$ cat src/rtl/divider_iterative_32b.sv
// Multi-cycle restoring divider: one quotient bit per cycle behind val/rdy request/response streams.
// Optional DIVIDER_SIGNED_EN adds istream_signed for two's-complement operands (truncating division).
module divider_iterative_32b #(
    parameter int unsigned WIDTH = 32
) (
    input  logic             clk,
    input  logic             rst,
    input  logic             istream_val,
    output logic             istream_rdy,
    input  logic [WIDTH-1:0] istream_msg_a,
    input  logic [WIDTH-1:0] istream_msg_b,
`ifdef DIVIDER_SIGNED_EN
    input  logic             istream_signed,
`endif
    output logic             ostream_val,
    input  logic             ostream_rdy,
    output logic [WIDTH-1:0] ostream_msg_quot,
    output logic [WIDTH-1:0] ostream_msg_rem
);

    localparam int unsigned CW = (WIDTH > 1) ? $clog2(WIDTH) : 1;
    localparam logic [CW-1:0] LAST = CW'(WIDTH - 1);

    localparam logic [1:0] IDLE = 2'd0;
    localparam logic [1:0] CALC = 2'd1;
    localparam logic [1:0] DONE = 2'd2;

    logic [1:0]       state;
    logic [CW-1:0]    cnt;
    logic [WIDTH-1:0] rem_r;
    logic [WIDTH-1:0] quot_r;
    logic [WIDTH-1:0] div_r;

    logic [WIDTH:0]   shifted;
    logic [WIDTH:0]   trial;
    logic [WIDTH-1:0] step_rem;
    logic [WIDTH-1:0] step_quot;
    logic [WIDTH-1:0] fin_rem;
    logic [WIDTH-1:0] fin_quot;
    logic [WIDTH-1:0] in_a;
    logic [WIDTH-1:0] in_b;

    // The working remainder is WIDTH+1 bits so the borrow shows up as trial's MSB;
    // the restored value is always < divisor, so only WIDTH bits need storing.
    always_comb begin
        shifted   = {rem_r, quot_r[WIDTH-1]};
        trial     = shifted - {1'b0, div_r};
        step_quot = {quot_r[WIDTH-2:0], ~trial[WIDTH]};
        step_rem  = trial[WIDTH] ? shifted[WIDTH-1:0] : trial[WIDTH-1:0];
    end

`ifdef DIVIDER_SIGNED_EN
    logic neg_q;
    logic neg_r;
    logic in_neg_q;
    logic in_neg_r;

    always_comb begin
        in_neg_r = istream_signed & istream_msg_a[WIDTH-1];
        in_neg_q = istream_signed & (istream_msg_a[WIDTH-1] ^ istream_msg_b[WIDTH-1]);
        in_a     = in_neg_r ? -istream_msg_a : istream_msg_a;
        in_b     = (istream_signed & istream_msg_b[WIDTH-1]) ? -istream_msg_b : istream_msg_b;
        fin_quot = neg_q ? -step_quot : step_quot;
        fin_rem  = neg_r ? -step_rem : step_rem;
    end
`else
    always_comb begin
        in_a     = istream_msg_a;
        in_b     = istream_msg_b;
        fin_quot = step_quot;
        fin_rem  = step_rem;
    end
`endif

    always_ff @(posedge clk or posedge rst) begin
        if (rst) begin
            state  <= IDLE;
            cnt    <= '0;
            rem_r  <= '0;
            quot_r <= '0;
            div_r  <= '0;
`ifdef DIVIDER_SIGNED_EN
            neg_q  <= 1'b0;
            neg_r  <= 1'b0;
`endif
        end else begin
            case (state)
                IDLE: begin
                    if (istream_val) begin
                        if (istream_msg_b != '0) begin
                            state  <= CALC;
                            cnt    <= '0;
                            quot_r <= in_a;
                            div_r  <= in_b;
                            rem_r  <= '0;
`ifdef DIVIDER_SIGNED_EN
                            neg_q  <= in_neg_q;
                            neg_r  <= in_neg_r;
`endif
                        end else begin
                            state  <= DONE;
                            quot_r <= '1;
                            rem_r  <= istream_msg_a;
                            div_r  <= istream_msg_b;
                        end
                    end
                end
                CALC: begin
                    cnt <= cnt + 1'b1;
                    if (cnt == LAST) begin
                        state  <= DONE;
                        quot_r <= fin_quot;
                        rem_r  <= fin_rem;
                    end else begin
                        quot_r <= step_quot;
                        rem_r  <= step_rem;
                    end
                end
                DONE: begin
                    if (ostream_rdy) state <= IDLE;
                end
                default: state <= IDLE;
            endcase
        end
    end

    assign istream_rdy      = (state == IDLE);
    assign ostream_val      = (state == DONE);
    assign ostream_msg_quot = quot_r;
    assign ostream_msg_rem  = rem_r;

endmodule

$ cat config.mk
export PLATFORM = sky130hd
export DESIGN_NAME = divider_iterative_32b
export DESIGN_NICKNAME = d
export VERILOG_FILES = /design/src/rtl/divider_iterative_32b.sv
export SDC_FILE = /design/constraint.sdc
export NUM_CORES = 1
export LEC_CHECK = 0
export BUFFER_PORTS_ARGS = -buffer_cell sky130_fd_sc_hd__buf_2
export CORE_MARGIN = 5
export CORE_UTILIZATION = 45
export CTS_BUF_LIST = sky130_fd_sc_hd__clkbuf_8
export DETAILED_ROUTE_END_ITERATION = 12
export GPL_TIMING_DRIVEN = 0
export PLACE_DENSITY = 0.67
export SLEW_MARGIN = 30
export SYNTH_ARGS = -nofsm -noshare
export SYNTH_HDL_FRONTEND = slang
export SYNTH_SLANG_ARGS = --single-unit
$ cat constraint.sdc
create_clock -name clk -period 9.6 [get_ports clk]
set_clock_uncertainty 0.2 [all_clocks]
set_input_delay 0.96 -clock clk [delete_from_list [all_inputs] [get_ports clk]]
set_output_delay 0.96 -clock clk [all_outputs]
set_load 0.005 [all_outputs]
# Word-level counts from Yosys, hierarchy flattened

Index checks and enable logic that the tools add are counted.

$add $sub $neg: 2
Equality and inequality tests: 7
Mux-type cells: 15
Bitwise logic cells: 1
Reductions and logical operators: 7

Operator list:

| operator                                                              | number |
|---|---|
| 32-bit two-way mux                                                    | 5 |
| 32-bit case mux with 2 select lines                                   | 2 |
| 33-bit by 32-bit subtractor with 33-bit output                        | 1 |
| 32-bit nonzero test                                                   | 1 |
| 5-bit two-way mux                                                     | 2 |
| 5-bit case mux with 2 select lines                                    | 1 |
| 2-bit two-way mux                                                     | 4 |
| 2-bit case mux with 3 select lines                                    | 1 |
| 3-bit AND reduction                                                   | 2 |
| 5-bit by 1-bit adder with 5-bit output, second input constant         | 1 |
| 5-bit equality test, second input constant                            | 1 |
| 2-bit by 1-bit != test with 1-bit output, second input constant       | 2 |
| 2-bit != test, second input constant                                  | 2 |
| 2-bit AND reduction                                                   | 2 |
| 2-bit by 1-bit equality test with 1-bit output, second input constant | 1 |
| 2-bit equality test, second input constant                            | 1 |
| 2-bit logical NOT                                                     | 1 |
| 2-bit nonzero test                                                    | 1 |
| 1-bit inverter                                                        | 1 |

Register bits after elaboration: 103
Bits of input ports: 68
Output and inout port bits: 66
Logic and storage cells: 37

# Logic depth before layout (Yosys ltp)

Gate-level depths: netlist (run 1).

Word-level depth: 4
Mapped depth: 13
Gate-level depth less buffers: 12

# Worst setup path before layout (run 1)

No wires, ideal clock.

Path kind: register to register
Start point: register quot_r[31] (netlist: ostream_msg_quot[31])
End point: register rem_r[4] (netlist: ostream_msg_rem[4])
Setup time: 0.138 ns
Data arrival time: 2.706 ns
Required time: 9.262 ns
Path slack: 6.556 ns
Stages on the path, launching flop included: 14
Path buffers: 1
Clock period less this slack: 3.044 ns
Cells stage by stage: dfrtp_1 -> inv_1 -> ha_1 -> fa_1 -> nand2b_1 -> a21oi_1 -> a211oi_2 -> a211oi_2 -> o31ai_4 -> a21oi_4 -> xor2_4 -> buf_4 -> mux2i_1 -> o22ai_1

Word-level cells in the longest chain between the ends: 3

RTL lines:

| element                                        | RTL line | RTL |
|---|---|---|
| start, declared                                | 31       | `logic [WIDTH-1:0] quot_r;` |
| start signal, assigned                         | 93       | `quot_r <= in_a;` |
| start signal, assigned                         | 112      | `quot_r <= fin_quot;` |
| start signal, assigned                         | 115      | `quot_r <= step_quot;` |
| 33-bit by 32-bit subtractor with 33-bit output | 47       | `trial = shifted - {1'b0, div_r};` |
| 32-bit two-way mux                             | 49       | `step_rem = trial[WIDTH] ? shifted[WIDTH-1:0] : trial[WIDTH-1:0];` |
| 32-bit case mux with 2 select lines            | 87       | `case (state)` |
| end signal, assigned                           | 103      | `rem_r <= istream_msg_a;` |
| end signal, assigned                           | 113      | `rem_r <= fin_rem;` |
| end signal, assigned                           | 116      | `rem_r <= step_rem;` |
| end, declared                                  | 30       | `logic [WIDTH-1:0] rem_r;` |

Every way passes these cells.
A chain may end at the register's enable or synchronous reset.

# Final worst setup path (run 1)

Start point: input port istream_msg_b[13]
End point: register rem_r[4] (netlist: ostream_msg_rem[4])

Word-level cells in the longest chain between the ends: 4

RTL lines:

| element                             | RTL line | RTL |
|---|---|---|
| start, declared                     | 11       | `input logic [WIDTH-1:0] istream_msg_b,` |
| 32-bit nonzero test                 | 90       | `if (istream_msg_b != '0) begin` |
| 32-bit two-way mux                  | 90       |  |
| 32-bit two-way mux                  | 89       | `if (istream_val) begin` |
| 32-bit case mux with 2 select lines | 87       |  |

Every way passes these cells. The select of a mux whose other input is x is not followed.

==> results.sh, run 1 <==
export IMPL_cts_tree="yes"
export IMPL_cp_max_fo=10
export IMPL_drt_pass1_iter_count=5
export IMPL_setup_tns_ps=0
export IMPL_via_count=6639
export IMPL_hpwl_um=16700
export IMPL_synth_edf_count=0
export IMPL_antenna_found_initial=0
export IMPL_yosysSeqAreaShare=0.384
export IMPL_power_frac_seq=0.226
export IMPL_cp_start_kind="primary input"
export IMPL_setup_worst_path_end="ostream_msg_rem[4]$_DFFE_PP0P_"
export IMPL_finalWorstSetupSlack_ps=5680
export IMPL_cts_max_path_buffers=2
export IMPL_p_switching_uw=1850
export IMPL_clk_pin_slew_ps=100
export IMPL_rsz0062_at_grt="false"
export IMPL_grt_util_met1=0.328
export IMPL_p_leak_uw=0.00351
export IMPL_comb_power_share=0.699
export IMPL_synth_async_sr_flop_share=1.00
export IMPL_grt_max_degree=55
export IMPL_min_period_ps=3920
export IMPL_core_region_area_um2=14600
export IMPL_cts_buffers=9
export IMPL_overflow=0
export IMPL_power_density_nw_per_um2=485
export IMPL_clock_sinks=103
export IMPL_die_y_um=132
export IMPL_synthFlopType="dfrtp_1"
export IMPL_vias_per_cell=5.80
export IMPL_wl_per_cell_um=18.9
export IMPL_crit_type="in -> reg"
export IMPL_routabilityCongestion=0.937
export IMPL_start_util=0.461
export IMPL_nFillCells=1415
export IMPL_ir_drop_v=0.000227
export IMPL_synth_net_count=915
export IMPL_die_area_um2=17500
export IMPL_first_iter_violations=532
export IMPL_ant_nets=0
export IMPL_synth_warnings=0
export IMPL_internal_power_uw=1950
export IMPL_worstSkewPairLatency_ps=400
export IMPL_final_layout_size_suffix_gt1_frac=0.177
export IMPL_fin_area_um2=7830
export IMPL_synth_area_per_cell_um2=8.27
export IMPL_hold_viol_final=0
export IMPL_finalPower_uw=3800
export IMPL_r2r_slack_ps=5950
export IMPL_rr_startpoint="ostream_msg_quot[31]$_DFFE_PP0P_"
export IMPL_setup_viol=0
export IMPL_reg2reg_to="ostream_msg_rem[7]$_DFFE_PP0P_"
export IMPL_max_freq_ghz=0.255
export IMPL_io_pin_count=134
export IMPL_fp_row_count=44
export IMPL_netlist_area_um2=6720
export IMPL_final_cell_mix="buf_2 (135), nand2_1 (103), dfrtp_1 (103)"
export IMPL_drv_cap=0
export IMPL_drcViolationCount=0
export IMPL_drv_slew=0
export IMPL_grtUsageMet3=0.0435
export IMPL_worstMarginPinSlew_ps=737
export IMPL_layout_commonest_cell="buf_2"
export IMPL_outcome="complete, no violations"
export IMPL_ctsResizeCount=0
export IMPL_yosysUniqueCellTypes=59
export IMPL_grt_usage=0.242
export IMPL_place_ws_ps=5420
export IMPL_crit_arrival_ps=4030
export IMPL_fin_crit_sh=0.409
export IMPL_synth_seq_cells=103
export IMPL_portBuffers=133
export IMPL_wl_um=21700
export IMPL_syn_instance_count=812
export IMPL_grt_util_met2=0.396
export IMPL_hold_class="reg -> reg"
export IMPL_cts_setup_buffers=0
export IMPL_max_slew_margin=0.509
export IMPL_grt_pass1_wl_um=33800
export IMPL_end_kind="register"
export IMPL_htreeDepth=3
export IMPL_switching_share=0.486
export IMPL_final_nets=1060
export IMPL_root_buffer="clkbuf_8"
export IMPL_busiest_layer="met2"
export IMPL_startpoint="istream_msg_b[13]"
export IMPL_die_x_um=132
export IMPL_required_ps=9710
export IMPL_syn_to_final_growth_pct=16.6
export IMPL_grt_pass1_vias=6283
export IMPL_antenna_cells=0
export IMPL_place_area_um2=7650
export IMPL_postCtsHoldBufs=0
export IMPL_pwr_share_clk=0.074
export IMPL_rr_worst_depth=13
flip-flops by register name, indices dropped and copies added, names as in the netlist:
name / cells
cnt: 5
ostream_msg_quot: 32
div_r: 32
ostream_msg_rem: 32
state: 2
worst min-delay path by stage:
| stage | start | depth (start not counted) | endpoint | slack, ps |
|---|---|---|---|---|
| detailed placement | ostream_msg_quot[23]$_DFFE_PP0P_ | 2 | ostream_msg_quot[23]$_DFFE_PP0P_ | 290 |
| global route | ostream_msg_quot[29]$_DFFE_PP0P_ | 2 | ostream_msg_quot[29]$_DFFE_PP0P_ | 340 |
| global placement | ostream_msg_quot[17]$_DFFE_PP0P_ | 2 | ostream_msg_quot[17]$_DFFE_PP0P_ | 290 |
| CTS | cnt[0]$_DFFE_PP0P_ | 1 | cnt[0]$_DFFE_PP0P_ | 310 |
| finish | ostream_msg_quot[13]$_DFFE_PP0P_ | 2 | ostream_msg_quot[13]$_DFFE_PP0P_ | 310 |
| floorplan | cnt[2]$_DFFE_PP0P_ | 1 | cnt[2]$_DFFE_PP0P_ | 260 |
worst max-delay path: stages:
cell	delay, ps
buf_2	100
nor4_1	360
nand2_1	230
nor3_1	640
inv_1	150
nor2_1	350
clkbuf_1	440
clkbuf_1	440
a21oi_1	180
o22ai_1	170
final cells by class:
class | count | area [um^2] | area share
Clock buffer | 10 | 138 | 0.0176
Tap cell | 184 | 230 | 0.0294
Inverter | 38 | 148 | 0.0188
Sequential cell | 103 | 2580 | 0.329
Clock inverter | 4 | 48.8 | 0.00623
Multi-Input combinational cell | 615 | 3760 | 0.480
Buffer | 56 | 236 | 0.0302
Timing Repair Buffer | 134 | 693 | 0.0885
power by group through the flow:
stage               clock, uW  combinational (uW)  sequential, uW
floorplan                   0                1970             832
global placement            0                2600             863
detailed placement          0                2630             867
CTS                       286                2650             858
global route              302                2940             883
finish                    283                2650             859
layer usage:
| layer | up-vias | routed length [um] |
|---|---|---|
| met5 | - | 0 |
| met2 | 251 | 10200 |
| met1 | 3187 | 9540 |
| met4 | 0 | 498 |
| met3 | 31 | 1410 |
| li1 | 3170 | - |
Yosys cell counts, drive strengths merged, types with 3 or more instances:
cell | number | area [um^2]
dfrtp | 103 | 2580
nand2 | 103 | 387
nor2 | 79 | 297
a21oi | 74 | 382
o21ai | 69 | 345
clkbuf | 45 | 170
inv | 38 | 143
nor3 | 36 | 185
ha | 34 | 425
o31ai | 32 | 254
mux2i | 22 | 220
xnor2 | 21 | 184
o22ai | 14 | 93.8
and3 | 13 | 81.3
nand3 | 13 | 65.1
buf | 11 | 66.3
xor2 | 10 | 106
a21o | 9 | 67.6
nand4 | 8 | 50.1
nor2b | 8 | 50.1
nor4 | 8 | 50.1
a31oi | 7 | 43.8
nand2b | 6 | 37.5
o21bai | 6 | 45.0
a221o | 5 | 50.1
a211oi | 3 | 32.5
mux2 | 3 | 33.8
o211ai | 3 | 22.5
o21a | 3 | 22.5
or3 | 3 | 18.8
logic make-up (layout without fill, tap and decap cells):
| kind of cell | after synthesis | count (layout) | share of synthesized area |
|---|---|---|---|
| adder cells (fa/ha/maj) | 35 | 35 | 0.0663 |
| AND/OR/NAND/NOR | 281 | 281 | 0.187 |
| AO/OA/AOI/OAI | 243 | 243 | 0.226 |
| multiplexers | 25 | 25 | 0.0378 |
| XOR/XNOR | 31 | 31 | 0.0432 |
| buffers and inverters | 94 | 242 | 0.0564 |
| flip-flops | 103 | 103 | 0.384 |
through the flow:
step	hold WS (ps)	util	cells
6_report	311	0.537	1144
5_1_grt	336	0.537	1144
4_1_cts	311	0.537	1144
3_5_place_dp	288	0.524	1130
3_3_place_gp	287	0.522	1129
2_1_floorplan	264	-	812
(Power assumes the default switching activity.)
==> run 2: changes to the inputs <==
--- a/config.mk
+++ b/config.mk
@@ -5,13 +5,14 @@
 export SDC_FILE = /design/constraint.sdc
 export NUM_CORES = 1
 export LEC_CHECK = 0
+export ABC_AREA = 1
 export BUFFER_PORTS_ARGS = -buffer_cell sky130_fd_sc_hd__buf_2
 export CORE_MARGIN = 5
 export CORE_UTILIZATION = 45
 export CTS_BUF_LIST = sky130_fd_sc_hd__clkbuf_8
 export DETAILED_ROUTE_END_ITERATION = 12
 export GPL_TIMING_DRIVEN = 0
-export PLACE_DENSITY = 0.67
+export PLACE_DENSITY = 0.69
 export SLEW_MARGIN = 30
 export SYNTH_ARGS = -nofsm -noshare
 export SYNTH_HDL_FRONTEND = slang
==> constraint.sdc (replaced) <==
create_clock -name clk -period 3.3 [get_ports clk]
set_clock_uncertainty 0.2 [all_clocks]
set_input_delay 0.33 -clock clk [delete_from_list [all_inputs] [get_ports clk]]
set_output_delay 0.33 -clock clk [all_outputs]
set_load 0.005 [all_outputs]
==> results.sh, run 2 <==
export IMPL_cp_start_kind="primary input"
export IMPL_hold_class="in -> reg"
export IMPL_wl_per_cell_um=15.6
export IMPL_outcome="complete, no violations"
export IMPL_antenna_found_initial=0
export IMPL_rsz0062_at_grt="false"
export IMPL_die_area_um2=20300
export IMPL_fin_crit_sh=0.908
export IMPL_die_y_um=142
export IMPL_overflow=0
export IMPL_finalPower_uw=12000
export IMPL_hold_viol_final=0
export IMPL_cpMostUsedCell="buf_2"
export IMPL_portBuffers=133
export IMPL_synthFlopType="dfrtp_1"
export IMPL_yosysSeqAreaShare=0.327
export IMPL_netlist_area_um2=7890
export IMPL_power_density_nw_per_um2=1270
export IMPL_die_x_um=142
export IMPL_yosysMostFrequentCell="nand2_1"
export IMPL_yosysTopAreaCellShare=0.327
export IMPL_vias_per_cell=5.01
export IMPL_root_buffer="clkbuf_8"
export IMPL_required_ps=3440
export IMPL_fp_row_count=48
export IMPL_slowest_stage="nor4_1"
export IMPL_synthAdderAreaFrac=0.0564
export IMPL_slowest_delay_ps=730
export IMPL_drcViolationCount=0
export IMPL_synth_area_per_cell_um2=6.70
export IMPL_max_freq_ghz=0.334
export IMPL_htreeDepth=3
export IMPL_final_layout_size_suffix_gt1_frac=0.184
export IMPL_min_delay_worst_endpoint="ostream_msg_rem[6]$_DFFE_PP0P_"
export IMPL_fin_area_um2=9420
export IMPL_final_cell_mix="nand2_1 (350), inv_1 (220), buf_2 (143)"
export IMPL_crit_arrival_ps=3130
export IMPL_syn_instance_count=1178
export IMPL_grt_max_degree=58
export IMPL_worstSkewPairLatency_ps=400
export IMPL_min_period_ps=3000
export IMPL_holdPathStages=3
export IMPL_synth_compound_area_share=0.146
export IMPL_grt_usage=0.248
export IMPL_first_iter_violations=554
export IMPL_synth_top_area_cell="dfrtp_1"
export IMPL_r2r_slack_ps=520
export IMPL_reg2reg_to="ostream_msg_rem[29]$_DFFE_PP0P_"
export IMPL_ant_nets=0
export IMPL_place_area_um2=8870
export IMPL_crit_type="in -> reg"
export IMPL_routabilityCongestion=0.928
export IMPL_synth_edf_count=0
export IMPL_hpwl_um=19900
export IMPL_setup_viol=0
export IMPL_via_count=7953
export IMPL_rr_startpoint="ostream_msg_quot[31]$_DFFE_PP0P_"
export IMPL_layout_commonest_cell="nand2_1"
export IMPL_place_ws_ps=385
export IMPL_cp_max_fo=10
export IMPL_synthTopCellsByArea="dfrtp_1 (33%), nand2_1 (17%), inv_1 (11%)"
export IMPL_crit_chain="dlygate4sd3_1, buf_2, nor4_1, nand4_1, nor2_4, nand2_1, nand2_2, buf_2, o21ai_0, a21oi_2"
export IMPL_synth_xor_area_frac=0.0178
export IMPL_end_kind="register"
export IMPL_cts_max_path_buffers=2
export IMPL_min_from="istream_msg_a[6]"
export IMPL_syn_to_final_growth_pct=19.4
export IMPL_io_pin_count=134
export IMPL_worstMarginPinSlew_ps=834
export IMPL_antenna_cells=0
export IMPL_max_slew_margin=0.439
export IMPL_clock_sinks=103
export IMPL_synth_async_sr_flop_share=1.00
export IMPL_synth_top_cells_by_count="nand2_1 (350), inv_1 (221), dfrtp_1 (103)"
export IMPL_cts_setup_buffers=0
export IMPL_wl_um=24700
export IMPL_timing_hold_ws_ps=80.5
export IMPL_clk_pin_slew_ps=100
export IMPL_grt_pass1_vias=7875
export IMPL_drv_slew=0
export IMPL_synth_top_family_by_area="simple AND/OR/NAND/NOR gates"
export IMPL_drt_pass1_iter_count=6
export IMPL_rr_worst_depth=18
export IMPL_cts_tree="yes"
export IMPL_synth_seq_cells=103
export IMPL_synth_net_count=1281
export IMPL_cts_buffers=9
export IMPL_final_nets=1460
export IMPL_synthMuxAreaShare=0
export IMPL_drv_cap=0
export IMPL_p_leak_uw=0.00517
export IMPL_core_region_area_um2=17200
export IMPL_synth_warnings=0
export IMPL_yosys_area_share_simple=0.322
export IMPL_yosysUniqueCellTypes=37
export IMPL_ir_drop_v=0.000578
export IMPL_start_util=0.458
export IMPL_grt_pass1_wl_um=40000
export IMPL_finalWorstSetupSlack_ps=304
[run 2: cell types whose count changed in the layout (fill, tap and decap cells not counted), sizes merged, moves of 24 or more]
cell         previous run  this run
nand2                 103       381
inv                    39       229
nand3                  13        69
dlygate4sd3             0        34
nor3                   36         2
o31ai                  32         0
a22oi                   0        31
o21ai                  69        96
clkbuf                 55        31
[run 2: what timing repair did]
item                      CTS  global route
gates resized for setup     0             0
hold buffers               34             0
hold endpoints to repair   79             0
[run 2: cell type report]
class,count,area (um^2)
plain buffers,37,189
fillers,1708,7810
clock buffers,11,151
flip-flops and latches,103,2580
well taps,225,282
repair buffers,168,1030
multi-input cells,812,4280
inverters,226,853
clock inverters,5,61.3
[run 2: worst max-delay path by stage]
stage                                  from                              end
after floorplan                         rst               cnt[0]$_DFFE_PP0P_
after global placement                  rst            div_r[20]$_DFFE_PP0P_
after detailed placement  istream_msg_b[25]   ostream_msg_rem[0]$_DFFE_PP0P_
after CTS                 istream_msg_b[25]  ostream_msg_rem[24]$_DFFE_PP0P_
after global routing      istream_msg_b[26]   ostream_msg_rem[4]$_DFFE_PP0P_
final                     istream_msg_b[25]   ostream_msg_rem[1]$_DFFE_PP0P_
[run 2: kinds of logic (layout without fill, tap and decap cells)]
kind of cell               after synthesis  count (layout)
adders and majority gates               35              35
DFF                                    103             103
xor gates and xnor gates                16              16
AOI/OAI and AO/OA                      191             191
and+or+nand+nor                        570             570
buffers and inverters                  263             447
[run 2: critical path, delay by kind of cell]
| kind | cells | cell delay [ps] |
|---|---|---|
| compound gates | 2 | 310 |
| buf+inv | 3 | 900 |
| simple gates | 5 | 1580 |
[run 2: metal layers]
| layer | share of wire | up-vias | wire [um] | track usage |
|---|---|---|---|---|
| li1 | - | 4040 | - | - |
| met1 | 0.47 | 3686 | 11500 | 0.342 |
| met2 | 0.46 | 200 | 11400 | 0.405 |
| met3 | 0.050 | 27 | 1240 | 0.0346 |
| met4 | 0.023 | 0 | 571 | 0.0740 |
| met5 | 0 | - | 0 | 0 |
[run 2: metrics by stage]
step | util | TNS, ps | cells
after global routing | 0.547 | 0 | 1587
after CTS | 0.547 | 0 | 1587
after floorplan | - | 0 | 1178
after detailed placement | 0.515 | 0 | 1537
after global placement | 0.513 | -122180 | 1536
final | 0.547 | 0 | 1587
[run 2: power breakdown]
part           leakage, uW  internal (uW)  switching (uW)  total (uW)
clock             0.000111            400             492         892
sequential         0.00123           1870             512        2390
combinational      0.00383           3100            5630        8730
total              0.00517           5370            6640       12000
